===== config.mk =====
export PLATFORM = sky130hd
export DESIGN_NAME = tbs_tx
export DESIGN_NICKNAME = d
export VERILOG_FILES = /design/src/rtl/tbs_defs.sv /design/src/rtl/tbs_bit_timer.sv /design/src/rtl/tbs_tx.sv
export SDC_FILE = /design/constraint.sdc
export NUM_CORES = 1
export LEC_CHECK = 0
export BUFFER_PORTS_ARGS = -buffer_cell sky130_fd_sc_hd__buf_2
export CAP_MARGIN = 20
export CORE_ASPECT_RATIO = 0.6
export CORE_UTILIZATION = 42
export DETAILED_ROUTE_END_ITERATION = 12
export PLACE_DENSITY_LB_ADDON = 0.3
export SYNTH_ARGS = -nofsm -noshare
export SYNTH_HDL_FRONTEND = slang
export SYNTH_SLANG_ARGS = --single-unit

===== constraint.sdc =====
create_clock -name clk_50M -period 5.65 [get_ports clk_50M]
set_input_delay 0.8475 -clock clk_50M [delete_from_list [all_inputs] [get_ports clk_50M]]
set_output_delay 0.8475 -clock clk_50M [all_outputs]
set_load 0.01 [all_outputs]

===== src/rtl/tbs_defs.sv =====
// -----------------------------------------------------------------------------
// tbs_defs -- definitions shared by the TBS transmit and receive paths.
//   * Default clock, baud rate and low-pulse width.
//   * calc_bit_period(): clocks per TBS bit (integer division).
//   * FSM state encodings.
// -----------------------------------------------------------------------------
package tbs_defs;

    localparam int DEFAULT_CLK_FREQ     = 50_000_000;
    localparam int DEFAULT_BAUD_RATE    = 115200;
    localparam int DEFAULT_PULSE_CYCLES = 81;

    // Clocks per TBS bit. This is truncated, so the bit rate comes out
    // slightly fast rather than slow.
    function automatic int calc_bit_period(input int clk_freq, input int baud_rate);
        return clk_freq / baud_rate;
    endfunction

    localparam logic [1:0] ST_IDLE  = 2'd0;
    localparam logic [1:0] ST_START = 2'd1;
    localparam logic [1:0] ST_DATA  = 2'd2;
    localparam logic [1:0] ST_STOP  = 2'd3;

endpackage


===== src/rtl/tbs_bit_timer.sv =====
// -----------------------------------------------------------------------------
// tbs_bit_timer -- bit-period cycle counter for the TBS transmitter.
//   clk_50M      in  system clock
//   rst_n        in  asynchronous active-low reset
//   run          in  1 while a frame is in progress; the counter is held at 0
//                    otherwise
//   bit_end      out 1 on the last clock of a bit period (the counter wraps)
//   pulse_active out 1 when the clock after this one lies inside the low-pulse
//                    window (counter value < PULSE_CYCLES)
// -----------------------------------------------------------------------------
module tbs_bit_timer #(
    parameter int BIT_PERIOD_COUNT = 434,
    parameter int PULSE_CYCLES     = 81
) (
    input  logic clk_50M,
    input  logic rst_n,
    input  logic run,
    output logic bit_end,
    output logic pulse_active
);

    localparam int CNT_W = (BIT_PERIOD_COUNT > 1) ? $clog2(BIT_PERIOD_COUNT) : 1;
    localparam logic [CNT_W-1:0] CNT_LAST  = CNT_W'(BIT_PERIOD_COUNT - 1);
    localparam logic [CNT_W-1:0] PULSE_LIM = CNT_W'(PULSE_CYCLES);

    logic [CNT_W-1:0] cnt_reg;
    logic [CNT_W-1:0] cnt_next;

    always_comb begin
        bit_end = run && (cnt_reg == CNT_LAST);
        if (!run || (cnt_reg == CNT_LAST)) begin
            cnt_next = '0;
        end else begin
            cnt_next = cnt_reg + 1'b1;
        end
        // The output register in the parent samples this together with the
        // next state. The test therefore looks at the upcoming count.
        pulse_active = (cnt_next < PULSE_LIM);
    end

    always_ff @(posedge clk_50M or negedge rst_n) begin
        if (!rst_n) begin
            cnt_reg <= '0;
        end else begin
            cnt_reg <= cnt_next;
        end
    end

endmodule


===== src/rtl/tbs_tx.sv =====
// -----------------------------------------------------------------------------
// tbs_tx -- TBS serial transmitter.
// Frame: start bit '0', 8 data bits LSB first, stop bit '1'. A '0' bit is a
// low pulse of PULSE_CYCLES clocks at the start of its bit period. A '1' bit
// and idle are high.
//   clk_50M  in  system clock
//   rst_n    in  asynchronous active-low reset
//   tx_data  in  [7:0] byte to send, latched on acceptance
//   tx_valid in  tx_data valid; only looked at in IDLE
//   tx_ready out 1 in IDLE (can accept a byte)
//   tx_busy  out frame in progress (~tx_ready)
//   TBS_out  out registered bus drive, idle high
// -----------------------------------------------------------------------------
module tbs_tx
    import tbs_defs::*;
#(
    parameter int CLK_FREQ     = DEFAULT_CLK_FREQ,
    parameter int BAUD_RATE    = DEFAULT_BAUD_RATE,
    parameter int PULSE_CYCLES = DEFAULT_PULSE_CYCLES
) (
    input  logic       clk_50M,
    input  logic       rst_n,
    input  logic [7:0] tx_data,
    input  logic       tx_valid,
    output logic       tx_ready,
    output logic       tx_busy,
    output logic       TBS_out
);

    localparam int BIT_PERIOD_COUNT = calc_bit_period(CLK_FREQ, BAUD_RATE);

    generate
        if ((PULSE_CYCLES < 2) || (PULSE_CYCLES >= BIT_PERIOD_COUNT)) begin : g_bad_params
            $error("tbs_tx: PULSE_CYCLES must satisfy 2 <= PULSE_CYCLES < BIT_PERIOD_COUNT");
        end
    endgenerate

    logic [1:0] state_reg;
    logic [1:0] state_next;
    logic [7:0] data_reg;
    logic [7:0] data_next;
    logic [2:0] bit_idx_reg;
    logic [2:0] bit_idx_next;
    logic       tbs_out_reg;
    logic       tbs_out_next;
    logic       bit_zero_next;
    logic       timer_run;
    logic       bit_end;
    logic       pulse_active;

    assign timer_run = (state_reg != ST_IDLE);

    tbs_bit_timer #(
        .BIT_PERIOD_COUNT (BIT_PERIOD_COUNT),
        .PULSE_CYCLES     (PULSE_CYCLES)
    ) u_bit_timer (
        .clk_50M      (clk_50M),
        .rst_n        (rst_n),
        .run          (timer_run),
        .bit_end      (bit_end),
        .pulse_active (pulse_active)
    );

    always_comb begin
        state_next   = state_reg;
        data_next    = data_reg;
        bit_idx_next = bit_idx_reg;
        case (state_reg)
            ST_IDLE: begin
                if (tx_valid) begin
                    data_next  = tx_data;
                    state_next = ST_START;
                end
            end
            ST_START: begin
                if (bit_end) begin
                    state_next   = ST_DATA;
                    bit_idx_next = 3'd0;
                end
            end
            ST_DATA: begin
                if (bit_end) begin
                    if (bit_idx_reg == 3'd7) begin
                        state_next = ST_STOP;
                    end else begin
                        bit_idx_next = bit_idx_reg + 3'd1;
                        // The bit being sent is always in data_reg[0].
                        data_next    = {1'b0, data_reg[7:1]};
                    end
                end
            end
            default: begin  // ST_STOP
                if (bit_end) begin
                    state_next = ST_IDLE;
                end
            end
        endcase

        // The output is registered, so it is computed from the state the FSM
        // is about to enter. This makes the start pulse begin on the clock
        // straight after acceptance.
        bit_zero_next = (state_next == ST_START) ||
                        ((state_next == ST_DATA) && !data_next[0]);
        tbs_out_next  = !(bit_zero_next && pulse_active);
    end

    always_ff @(posedge clk_50M or negedge rst_n) begin
        if (!rst_n) begin
            state_reg   <= ST_IDLE;
            data_reg    <= 8'd0;
            bit_idx_reg <= 3'd0;
            tbs_out_reg <= 1'b1;
        end else begin
            state_reg   <= state_next;
            data_reg    <= data_next;
            bit_idx_reg <= bit_idx_next;
            tbs_out_reg <= tbs_out_next;
        end
    end

    assign tx_ready = (state_reg == ST_IDLE);
    assign tx_busy  = !tx_ready;
    assign TBS_out  = tbs_out_reg;

endmodule

---- Word-level counts from Yosys, hierarchy flattened ----
Index checks and enable logic that the tools add are counted.
cells by class
  equal/unequal tests ..................... 10
  mux-type cells .......................... 15
  magnitude comparators ................... 1
  reduce and logical (&&, ||, !) cells .... 15
  add/subtract/negate cells ............... 2
operators by type and width
  cell                                                                          count
  8-bit 2-to-1 mux                                                              3
  8-bit case mux with 2 select lines                                            1
  2-bit 2-to-1 mux                                                              5
  9-bit by 1-bit adder with 9-bit output, second input constant                 1
  9-bit == test, second input constant                                          1
  9-bit by 7-bit less-than comparator with 1-bit output, second input constant  1
  3-bit 2-to-1 mux                                                              3
  9-bit 2-to-1 mux                                                              1
  2-bit inequality test, second input constant                                  4
  4-bit AND reduction                                                           2
  2-bit case mux with 3 select lines                                            1
  3-bit case mux with 2 select lines                                            1
  2-bit nonzero test                                                            3
  2-bit by 1-bit == test with 1-bit output, second input constant               2
  2-bit == test, second input constant                                          2
  1-bit logical NOT                                                             4
  3-bit by 1-bit adder with 3-bit output, second input constant                 1
  3-bit == test, second input constant                                          1
  1-bit logical AND                                                             3
  2-bit logical NOT                                                             1
  1-bit logical OR                                                              2
storage, ports and cells
  output and inout port bits .............. 3
  word-level logic and storage cells ...... 49
  input bits .............................. 11
  bits in registers ....................... 23

---- Depth between registers and ports, before layout ----
Gate-level depths: netlist of run 1.
  depth after elaboration ................. 9
  mapped depth ............................ 7
  depth with buffers taken out ............ 6

---- By module ----
Synthesis of run 1 repeated with hierarchy kept, for this count alone.
unflattened totals
  cells, all modules ...................... 134
  area, all modules ....................... 1348.8 µm²
by module, submodules not included
  module         area an instance (µm²)  instances  sequential area each (µm²)  cells each
  tbs_tx         744.5                   1          351.6                       71
  tbs_bit_timer  604.3                   1          225.2                       63

---- Worst setup path after synthesis of run 1 ----
OpenSTA, ideal clock, no wires.
  path type ............................... reg-to-reg
  start ................................... reg bit_idx_reg[0]
  end ..................................... reg data_reg[0]
  cell stages (with the launch flop) ...... 7
  buffers on the path ..................... 0
  library setup time ...................... 0.126 ns
  setup slack ............................. 3.806 ns
  data required time ...................... 5.524 ns
  arrival ................................. 1.718 ns
  cells stage by stage .................... dfrtp_1 -> ha_1 -> ha_1 -> nand2b_1 -> nor4_4 -> nor2_2 -> a221o_1
between the ends
  cells in the longest elaborated chain, start to end .. 4
ends and longest elaborated chain
  what                                line           RTL
  from (decl)                         tbs_tx.sv:42   logic [2:0] bit_idx_reg;
  from (signal assigned)              tbs_tx.sv:116  bit_idx_reg <= bit_idx_next;
  3-bit == test                       tbs_tx.sv:83   if (bit_idx_reg == 3'd7) begin
  8-bit 2-to-1 mux                    tbs_tx.sv:83
  8-bit 2-to-1 mux                    tbs_tx.sv:82   if (bit_end) begin
  8-bit case mux with 2 select lines  tbs_tx.sv:68   case (state_reg)
  named net data_next[0]              tbs_tx.sv:41   logic [7:0] data_next;
  to (signal assigned)                tbs_tx.sv:115  data_reg <= data_next;
  to (decl)                           tbs_tx.sv:40   logic [7:0] data_reg;
The timed path passes the listed nets, and every way through them passes these cells. The select of a mux whose other input is x is not followed.
A chain may end at the register's enable or synchronous reset.

---- Worst setup path in the final report of run 1 ----
  start ................................... reg state_reg[0]
  end ..................................... out tx_ready
between the ends
  cells in the longest elaborated chain, start to end .. 1
ends and longest elaborated chain
  what                    line           RTL
  from (decl)             tbs_tx.sv:38   logic [1:0] state_reg;
  from (signal assigned)  tbs_tx.sv:114  state_reg <= state_next;
  2-bit logical NOT       tbs_tx.sv:121  assign tx_ready = (state_reg == ST_IDLE);
  to (decl)               tbs_tx.sv:25   output logic tx_ready,
Every way passes these cells.

==> impl_metrics.env, run 1 <==
export IMPL_worstHoldStart="data_reg[2]$_DFFE_PN0P_"
export IMPL_core_area_um2=2928
export IMPL_synthSimpleGateAreaFrac_pct=23.87
export IMPL_worstSetupStartpointType="flip-flop"
export IMPL_maxSlewViolCount=0
export IMPL_numCtsBuffers=3
export IMPL_grt_antenna_before_repair=0
export IMPL_synth_top_family_by_area="simple AND/OR/NAND/NOR gates"
export IMPL_std_cell_rows=15
export IMPL_fin_skew_ps=2.449
export IMPL_grt_pass1_wl_um=4505
export IMPL_yosysMostFrequentCell="dfrtp_1"
export IMPL_yosysWarnings=0
export IMPL_clockPowerShare_pct=37.1
export IMPL_ys_async_sr_fraction_pct=100.0
export IMPL_detail_route_vias_per_cell=5.652
export IMPL_synth_seq_area_share_pct=43.49
export IMPL_rsz0062_at_grt="no"
export IMPL_leakage_nw=0.6793
export IMPL_htreeDepth=1
export IMPL_grt_use_met2_pct=24.32
export IMPL_syn_inst=124
export IMPL_r2r_start="bit_idx_reg[0]$_DFFE_PN0P_"
export IMPL_synthTopCellsByArea="dfrtp_1, a221o_1, and3_1"
export IMPL_largest_reg_flops=9
export IMPL_hold_path_cell_count=1
export IMPL_yosys_area_top_type="dfrtp_1"
export IMPL_p_seq_share_pct=60.3
export IMPL_finalCritPeriodShare_pct=39.58
export IMPL_final_setup_viol_count=0
export IMPL_vias=1006
export IMPL_min_path_type="flip-flop to flip-flop"
export IMPL_max_slew_worst_pin_slew_ps=669.8
export IMPL_initialDrtViolationCount=43
export IMPL_cts_buffer_depth=2
export IMPL_start_util_pct=45.30
export IMPL_end_kind="primary output"
export IMPL_synthDistinctLibCells=49
export IMPL_reg2reg_to="data_reg[5]$_DFFE_PN0P_"
export IMPL_ys_ff_latch=23
export IMPL_gp_congestion=0.7787
export IMPL_ant_nets=0
export IMPL_arrival_ps=1390
export IMPL_grtUsageMet3_pct=5.752
export IMPL_die_area_um2=3394
export IMPL_post_place_cells=174
export IMPL_holdPathEnd="data_reg[1]$_DFFE_PN0P_"
export IMPL_insertion_delay_ps=260
export IMPL_synthXorXnorAreaFrac_pct=4.623
export IMPL_numPortBuffers=13
export IMPL_fin_util_pct=49.87
export IMPL_grt_pass1_vias=896
export IMPL_layout_nets=152
export IMPL_ios=14
export IMPL_syn_to_final_growth_pct=10.09
export IMPL_grtUsageTotal_pct=18.46
export IMPL_avgSynthCellArea_um2=10.70
export IMPL_slew_headroom_pct=55.05
export IMPL_fill_cells=285
export IMPL_switching_share_pct=20.81
export IMPL_combPwrFrac_pct=2.6
export IMPL_hold_slack_ps=526.9
export IMPL_synth_fa_ha_area_share_pct=3.774
export IMPL_cts_clk_slew_worst_paths_ps=80
export IMPL_finalNonFillerCells=178
export IMPL_r2r_worst_path_cells=6
export IMPL_ys_flop_type="dfrtp_1"
export IMPL_top_usage_layer="met1"
export IMPL_cts_resized=0
export IMPL_synth_compound_area_share_pct=20.00
export IMPL_hold_viol=0
export IMPL_grt_overflow_total=0
export IMPL_powerDensity_nw_per_um2=186.9
export IMPL_netSwitchingPower_mw=0.05680
export IMPL_dp_hpwl_um=2015
export IMPL_yosysTopAreaCellShare_pct=41.51
export IMPL_num_antenna_cells=0
export IMPL_die_h_um=45.53
export IMPL_die_w_um=74.55
export IMPL_wire_per_inst_um=14.97
export IMPL_peakVddDrop_uv=87.13
export IMPL_root_buffer="clkbuf_8"
export IMPL_internal_power_mw=0.2161
export IMPL_crit_fanout=10
export IMPL_clock_sinks=23
export IMPL_post_cts_repair_setup_buffers=0
export IMPL_drt_wl_total_um=2665
export IMPL_maxCapViolCount=0
export IMPL_netlist_top_cells_count="dfrtp_1, nor2_1, and3_1"
export IMPL_muxShareOfSynthArea_pct=0
export IMPL_netlist_area_um2=1326
export IMPL_grt_max_degree=24
export IMPL_synth_edf_count=0
export IMPL_required_ps=4800
export IMPL_use_met1_pct=28.04
export IMPL_syn_num_nets=139
export IMPL_fin_crit_ps=2236
export IMPL_setup_tns_ps=0
export IMPL_status="completed"
export IMPL_fmax_mhz=447.1
export IMPL_ff2ff_setup_slack_ps=3580
export IMPL_postCtsHoldBufs=0
export IMPL_setup_slack_ps=3414
export IMPL_place_ws_ps=3588
export IMPL_drive_gt1_share_pct=19.12
export IMPL_drc=0
export IMPL_worstSetupPathType="flip-flop to primary output"
export IMPL_first_pass_iters=4
export IMPL_cts_tree="done"
-- area by class of cell --
class / count / area, um2 / area share, %
Clock buffer: 3 / 41.29 / 2.828
Clock inverter: 1 / 5.005 / 0.3428
Inverter: 7 / 26.28 / 1.799
Multi-Input combinational cell: 89 / 693.2 / 47.47
Sequential cell: 23 / 576.8 / 39.50
Tap cell: 42 / 52.55 / 3.599
Timing Repair Buffer: 13 / 65.06 / 4.456
-- critical path, cell delays in order (launching register included) --
cell,delay [ps]
dfrtp_1,500
or2_1,320
inv_2,150
buf_2,150
-- routing by layer --
metal / share of wire (%) / wire length (um) / vias to the layer above
met2: 40 / 1056 / 13
met5: 0 / 0 / -
met3: 3.3 / 89 / 4
met1: 56 / 1486 / 493
met4: 1.2 / 31 / 0
li1: - / - / 496
-- layout by cell type (no fill, tap or decap), types with 2 or more instances in the layout --
cell and instances:
dfrtp_1 22, buf_2 13, nor2_1 9, and3_1 8, nand2_1 7, a221o_1 7
inv_1 6, xnor2_1 5, nand3_1 4, ha_1 4, nor4bb_1 3, clkbuf_8 3
xor2_1 2, o21ai_0 2, a21o_1 2, and4_1 2, and2_1 2, o211ai_1 2
a32oi_1 2, o2bb2ai_1 2
-- cell families (layout without fill, tap and decap cells) --
logic type,after synthesis,after routing
xor gates and xnor gates,7,7
and+or+nand+nor,46,46
adders and majority gates,4,4
buffers and inverters,12,24
AOI/OAI and AO/OA,32,32
DFF,23,23
-- metrics by stage --
stage                     power, mW  cell area [um2]
after floorplan              0.1679             1326
after CTS                    0.2780             1460
after detailed placement     0.1752             1414
after global routing         0.2836             1460
final                        0.2730             1460
after global placement       0.1749             1414
-- how the worst max path moves through the flow --
stage                                     from                      end  slack, ps  cells past startpoint
floorplan           bit_idx_reg[0]$_DFFE_PN0P_    data_reg[0]$_DFF_PN0_       3810                      6
global placement    bit_idx_reg[0]$_DFFE_PN0P_  data_reg[6]$_DFFE_PN0P_       3620                      6
detailed placement  bit_idx_reg[0]$_DFFE_PN0P_  data_reg[5]$_DFFE_PN0P_       3590                      6
CTS                     state_reg[0]$_DFF_PN0_                 tx_ready       3420                      3
global route            state_reg[0]$_DFF_PN0_                 tx_ready       3330                      3
finish                  state_reg[0]$_DFF_PN0_                 tx_ready       3410                      3
-- power by group through the flow --
| stage | clock, mW | combinational, mW | sequential [mW] |
|---|---|---|---|
| 3_5_place_dp | 0 | 0.00751 | 0.168 |
| 4_1_cts | 0.106 | 0.00744 | 0.164 |
| 3_3_place_gp | 0 | 0.00717 | 0.168 |
| 5_1_grt | 0.111 | 0.00824 | 0.164 |
| 2_1_floorplan | 0 | 0.0000665 | 0.168 |
| 6_report | 0.101 | 0.00715 | 0.164 |
Note: power is estimated with default switching activity, not from simulation.
==> inputs of run 2 (changes only) <==
==> constraint.sdc (replaced) <==
create_clock -name clk_50M -period 1.9 [get_ports clk_50M]
set_input_delay 0.285 -clock clk_50M [delete_from_list [all_inputs] [get_ports clk_50M]]
set_output_delay 0.285 -clock clk_50M [all_outputs]
set_load 0.01 [all_outputs]
==> run 2 against run 1 <==
  * The flow now finishes with violations (negative hold slack)
  * Total power increased to 3.0 times the previous value
  * Clock power increased to 3.0 times the previous value
  * Combinational power rose to 2.9 times the previous value
  * Global-route usage up 0.90 points
  * Non-clock buffer count up 7
  * Worst setup slack worse by 3300 ps
  * Critical path depth up 3
  * Sequential power rose to 3.0 times the previous value
  * Final cell count rose by 3.9%
  * First-iteration DRC count up 42%
  * Register-to-register slack lost 3400 ps
  * Critical path type is now flip-flop to flip-flop
==> impl_metrics.env, run 2 (synthesis results as in run 1) <==
export IMPL_status="finished, violations left"
export IMPL_violations="negative hold slack"
export IMPL_p_seq_share_pct=60.2
export IMPL_max_slew_worst_pin_slew_ps=532.0
export IMPL_rsz0062_at_grt="no"
export IMPL_post_cts_repair_setup_buffers=0
export IMPL_fmax_mhz=570.3
export IMPL_die_h_um=45.53
export IMPL_finalCritPeriodShare_pct=92.28
export IMPL_grt_antenna_before_repair=0
export IMPL_htreeDepth=1
export IMPL_largest_reg_flops=9
export IMPL_peakVddDrop_uv=280.4
export IMPL_regArea_um2=576.8
export IMPL_arrival_ps=1900
export IMPL_core_area_um2=2928
export IMPL_cpPeakStageDelay_ps=420
export IMPL_die_w_um=74.55
export IMPL_powerDensity_nw_per_um2=536.7
export IMPL_finalNonFillerCells=185
export IMPL_grt_overflow_total=0
export IMPL_clock_sinks=23
export IMPL_initialDrtViolationCount=61
export IMPL_place_ws_ps=146.7
export IMPL_maxSlewViolCount=0
export IMPL_cts_buffer_depth=2
export IMPL_slew_headroom_pct=64.53
export IMPL_combPwrFrac_pct=2.6
export IMPL_ios=14
export IMPL_numPortBuffers=13
export IMPL_crit_fanout=7
export IMPL_grtUsageTotal_pct=19.36
export IMPL_die_area_um2=3394
export IMPL_layout_nets=159
export IMPL_worstSetupStartpointType="flip-flop"
export IMPL_slowest_stage="dfrtp_1"
export IMPL_detail_route_vias_per_cell=5.589
export IMPL_syn_to_final_growth_pct=14.15
export IMPL_maxCapViolCount=0
export IMPL_hold_viol=22
export IMPL_drt_wl_total_um=2923
export IMPL_leakage_nw=0.7121
export IMPL_setup_tns_ps=0
export IMPL_grt_pass1_wl_um=4747
export IMPL_drc=0
export IMPL_cts_clk_slew_worst_paths_ps=80
export IMPL_clockPowerShare_pct=37.2
export IMPL_internal_power_mw=0.6460
export IMPL_gp_congestion=0.7780
export IMPL_worstPathCellList="ha_1, ha_1, nand2b_1, nor4_4, nor2_2, a221o_1"
export IMPL_min_path_type="input pin to asynchronous set/reset pin"
export IMPL_num_antenna_cells=0
export IMPL_mostFrequentLayoutCells="dfrtp_1, buf_2, nor2_1, and3_1"
export IMPL_hold_slack_ps=-8.433
export IMPL_root_buffer="clkbuf_8"
export IMPL_cts_tree="done"
export IMPL_final_setup_viol_count=0
export IMPL_ant_nets=0
export IMPL_multiInputGateArea_um2=695.7
export IMPL_post_place_cells=181
export IMPL_worstSetupPathType="flip-flop to flip-flop"
export IMPL_fin_crit_ps=1753
export IMPL_drive_gt1_share_pct=23.08
export IMPL_switching_share_pct=20.50
export IMPL_required_ps=2050
export IMPL_netSwitchingPower_mw=0.1666
export IMPL_numCtsBuffers=3
export IMPL_grt_pass1_vias=997
export IMPL_start_util_pct=45.30
export IMPL_crit_buf_inv=0
export IMPL_fin_skew_ps=1.810
export IMPL_setup_slack_ps=146.6
export IMPL_crit_family="simple AND/OR/NAND/NOR gates"
export IMPL_path_common_cell="ha_1"
export IMPL_end_kind="flip-flop"
export IMPL_first_pass_iters=4
export IMPL_grt_max_degree=24
export IMPL_dp_hpwl_um=2169
export IMPL_wire_per_inst_um=15.80
export IMPL_insertion_delay_ps=260
export IMPL_mostFrequentLayoutCell="dfrtp_1"
export IMPL_fill_cells=273
export IMPL_postCtsHoldBufs=0
export IMPL_vias=1034
export IMPL_std_cell_rows=15
-- run 2: changes by cell type in the layout (fill, tap and decap cells not counted) --
cell / delta
clkbuf_1: +1
clkinv_2: -1
nor2_2: +1
nor2_1: -1
buf_4: +7
-- run 2: per-stage QoR --
| stage | util [%] | hold WS [ps] | cell area (um2) | power, mW |
|---|---|---|---|---|
| 2_1_floorplan | - | -10.59 | 1326 | 0.4991 |
| 3_3_place_gp | 50.09 | 279.2 | 1466 | 0.5196 |
| 3_5_place_dp | 50.09 | 292.3 | 1466 | 0.5202 |
| 4_1_cts | 51.62 | 1.623 | 1511 | 0.8256 |
| 5_1_grt | 51.71 | 25.11 | 1514 | 0.8379 |
| 6_report | 51.71 | -8.433 | 1514 | 0.8126 |
-- run 2: final cells by class --
type	count	share of cell area [%]
tap	42	3.471
inverter	7	1.736
multi-input combinational	89	45.95
clock buffer	4	2.975
timing repair buffer	20	7.769
sequential	23	38.10
-- run 2: what timing repair did --
action,CTS,global route
hold endpoints to repair,0,0
endpoints found under the setup margin,0,1
resized for setup,0,1
-- run 2: power by group through the flow --
stage | clock network, mW | logic, mW | registers (mW)
5_1_grt | 0.325 | 0.0239 | 0.489
2_1_floorplan | 0 | 0.000197 | 0.499
6_report | 0.303 | 0.0210 | 0.489
3_5_place_dp | 0 | 0.0214 | 0.499
4_1_cts | 0.315 | 0.0215 | 0.489
3_3_place_gp | 0 | 0.0208 | 0.499
-- run 2: path summary, 6_finish.rpt --
check / end / slack, ps / from / cells past startpoint
worst max-delay path: data_reg[4]$_DFFE_PN0P_ / 150 / bit_idx_reg[0]$_DFFE_PN0P_ / 6
worst min-delay path: state_reg[1]$_DFF_PN0_ / -8 / rst_n / 1
worst max register to register: data_reg[4]$_DFFE_PN0P_ / 150 / bit_idx_reg[0]$_DFFE_PN0P_ / 6
worst min register to register: data_reg[2]$_DFFE_PN0P_ / 530 / data_reg[3]$_DFFE_PN0P_ / 1
max in group asynchronous: TBS_out$_DFF_PN1_ / 1550 / rst_n / 1
min in group clk_50M: data_reg[7]$_DFFE_PN0P_ / 230 / tx_data[7] / 3
-- run 2: worst register-to-register path, delay by kind of cell (launching register included) --
family,cells,cell delay [ps]
AOI/OAI and AO/OA,1,320
and+or+nand+nor,3,500
adders and majority gates,2,400
DFF,1,420
-- run 2: metal layers --
layer	track usage, %	vias up	wire [um]
li1	-	507	-
met1	29.61	506	1545
met2	27.75	19	1252
met3	4.646	2	120
met4	3.396	0	4
met5	0	-	0
==> inputs of run 3 (changes only) <==
==> constraint.sdc (replaced) <==
create_clock -name clk_50M -period 2.1 [get_ports clk_50M]
set_input_delay 0.315 -clock clk_50M [delete_from_list [all_inputs] [get_ports clk_50M]]
set_output_delay 0.315 -clock clk_50M [all_outputs]
set_load 0.01 [all_outputs]
==> run 3 against run 2 <==
  * The flow now finishes without violations
  * Count of clock-buffer cells in the layout stayed put
  * Clock power down 13%
  * Sequential power down 9.4%
  * Fmax down 5.2%
  * Sequential share of layout area up 0.84 points
  * Design area fell by 2.1%
  * Final cell count decreased by 2.2%
  * Register-to-register slack better by 100 ps
  * Combinational power is 11% lower
  * Routed wire length decreased by 6.9%
  * Hold slack better by 24 ps
  * Largest cell class unchanged
==> impl_metrics.env, run 3 (synthesis results as in run 1) <==
export IMPL_netSwitchingPower_mw=0.1421
export IMPL_cts_tree="done"
export IMPL_htreeDepth=1
export IMPL_mostFrequentLayoutCells="dfrtp_1, buf_2, nor2_1"
export IMPL_wl_met1_um=1473
export IMPL_maxCapViolCount=0
export IMPL_drc=0
export IMPL_postCtsHoldBufs=0
export IMPL_insertion_delay_ps=260
export IMPL_std_cell_rows=15
export IMPL_routed_top_layer="met4"
export IMPL_wl_met2_um=1135
export IMPL_post_place_cells=177
export IMPL_arrival_ps=2000
export IMPL_die_area_um2=3394
export IMPL_end_kind="flip-flop"
export IMPL_fin_util_pct=50.60
export IMPL_internal_power_mw=0.5844
export IMPL_p_seq_share_pct=60.9
export IMPL_total_power_mw=0.7264
export IMPL_r2r_worst_path_cells=6
export IMPL_finalCritPeriodShare_pct=88.04
export IMPL_cts_resized=0
export IMPL_fin_skew_ps=1.091
export IMPL_syn_to_final_growth_pct=11.70
export IMPL_min_path_type="input pin to asynchronous set/reset pin"
export IMPL_dp_hpwl_um=2044
export IMPL_mostFrequentLayoutCell="dfrtp_1"
export IMPL_switching_share_pct=19.56
export IMPL_combPwrFrac_pct=2.6
export IMPL_die_w_um=74.55
export IMPL_required_ps=2250
export IMPL_leakage_nw=0.6916
export IMPL_grt_pass1_vias=916
export IMPL_cts_buffer_depth=2
export IMPL_setup_tns_ps=0
export IMPL_slowest_stage="dfrtp_1"
export IMPL_fmax_mhz=540.9
export IMPL_place_ws_ps=248.3
export IMPL_clock_sinks=23
export IMPL_status="completed"
export IMPL_ant_nets=0
export IMPL_numPortBuffers=13
export IMPL_gp_congestion=0.7743
export IMPL_reg2reg_to="bit_idx_reg[0]$_DFFE_PN0P_"
export IMPL_max_slew_worst_pin_slew_ps=506.9
export IMPL_worstSetupStartpointType="flip-flop"
export IMPL_root_buffer="clkbuf_8"
export IMPL_numCtsBuffers=3
export IMPL_drive_gt1_share_pct=20.14
export IMPL_grt_pass1_wl_um=4291
export IMPL_num_antenna_cells=0
export IMPL_crit_fanout=7
export IMPL_worstSetupPathType="flip-flop to flip-flop"
export IMPL_hold_viol=0
export IMPL_maxSlewViolCount=0
export IMPL_start_util_pct=45.30
export IMPL_fill_cells=280
export IMPL_grt_max_degree=24
export IMPL_detail_route_vias_per_cell=5.630
export IMPL_finalNonFillerCells=181
export IMPL_critPathLaunch="u_bit_timer.cnt_reg[1]$_DFF_PN0_"
export IMPL_core_area_um2=2928
export IMPL_setup_slack_ps=251.2
export IMPL_die_h_um=45.53
export IMPL_grtUsageTotal_pct=17.62
export IMPL_clockPowerShare_pct=36.5
export IMPL_r2r_start="u_bit_timer.cnt_reg[1]$_DFF_PN0_"
export IMPL_final_setup_viol_count=0
export IMPL_grt_antenna_before_repair=0
export IMPL_wl_met3_um=105
export IMPL_ios=14
export IMPL_cts_clk_slew_worst_paths_ps=70
export IMPL_drt_wl_total_um=2722
export IMPL_grt_overflow_total=0
export IMPL_wire_per_inst_um=15.04
export IMPL_worstPathCellList="inv_1, ha_1, nand4bb_4, nor2_1, nand2_1, a22o_1"
export IMPL_layout_nets=155
export IMPL_slew_headroom_pct=66.21
export IMPL_cpPeakStageDelay_ps=440
export IMPL_ff2ff_setup_slack_ps=250
export IMPL_fin_crit_ps=1849
export IMPL_vias=1019
export IMPL_peakVddDrop_uv=344.3
export IMPL_powerDensity_nw_per_um2=490.3
export IMPL_largest_reg_flops=9
export IMPL_first_pass_iters=4
export IMPL_initialDrtViolationCount=64
export IMPL_post_cts_repair_setup_buffers=0
export IMPL_rsz0062_at_grt="no"
==> run 3: cell count changes in the layout (fill, tap and decap cells not counted) <==
cell / delta
buf_4: -4
nor2_1: +1
nor2_2: -1
==> run 3: critical path, delay by kind of cell (launching register included) <==
kind / cells / cell delay (ps)
adder cells (fa/ha/maj): 1 / 210
flip-flops: 1 / 440
buffers and inverters: 1 / 80
AND/OR/NAND/NOR: 3 / 750
AO/OA/AOI/OAI: 1 / 270
==> run 3: routing by layer <==
metal | vias up | GRT usage (%)
met1 | 496 | 25.93
met5 | - | 0
met2 | 17 | 25.59
met3 | 2 | 5.310
li1 | 504 | -
met4 | 0 | 3.396
==> run 3: how the worst max path moves through the flow <==
stage,to,cells after the start
finish,bit_idx_reg[0]$_DFFE_PN0P_,6
global placement,data_reg[6]$_DFFE_PN0P_,6
CTS,bit_idx_reg[0]$_DFFE_PN0P_,6
floorplan,data_reg[0]$_DFF_PN0_,6
global route,bit_idx_reg[0]$_DFFE_PN0P_,6
detailed placement,bit_idx_reg[0]$_DFFE_PN0P_,6
==> run 3: through the flow <==
stage / hold slack [ps] / cell area, um2
global placement: 311.8 / 1436
floorplan: 19.41 / 1326
finish: 15.26 / 1481
global route: 48.67 / 1481
CTS: 35.00 / 1481
detailed placement: 320.7 / 1436
==> run 3: area by class of cell <==
cell class / instances / area, um2 / share of cell area (%)
multi-input combinational: 89 / 693.2 / 46.79
clock buffer: 4 / 45.04 / 3.041
sequential: 23 / 576.8 / 38.94
timing repair buffer: 16 / 87.58 / 5.912
tap: 42 / 52.55 / 3.547
inverter: 7 / 26.28 / 1.774
==> run 3: power by group through the flow <==
stage	Combinational [mW]	Sequential (mW)	Clock, mW
after floorplan	0.000178	0.451	0
after global placement	0.0190	0.451	0
after detailed placement	0.0193	0.451	0
after CTS	0.0193	0.442	0.277
after global routing	0.0211	0.443	0.292
final	0.0186	0.443	0.265
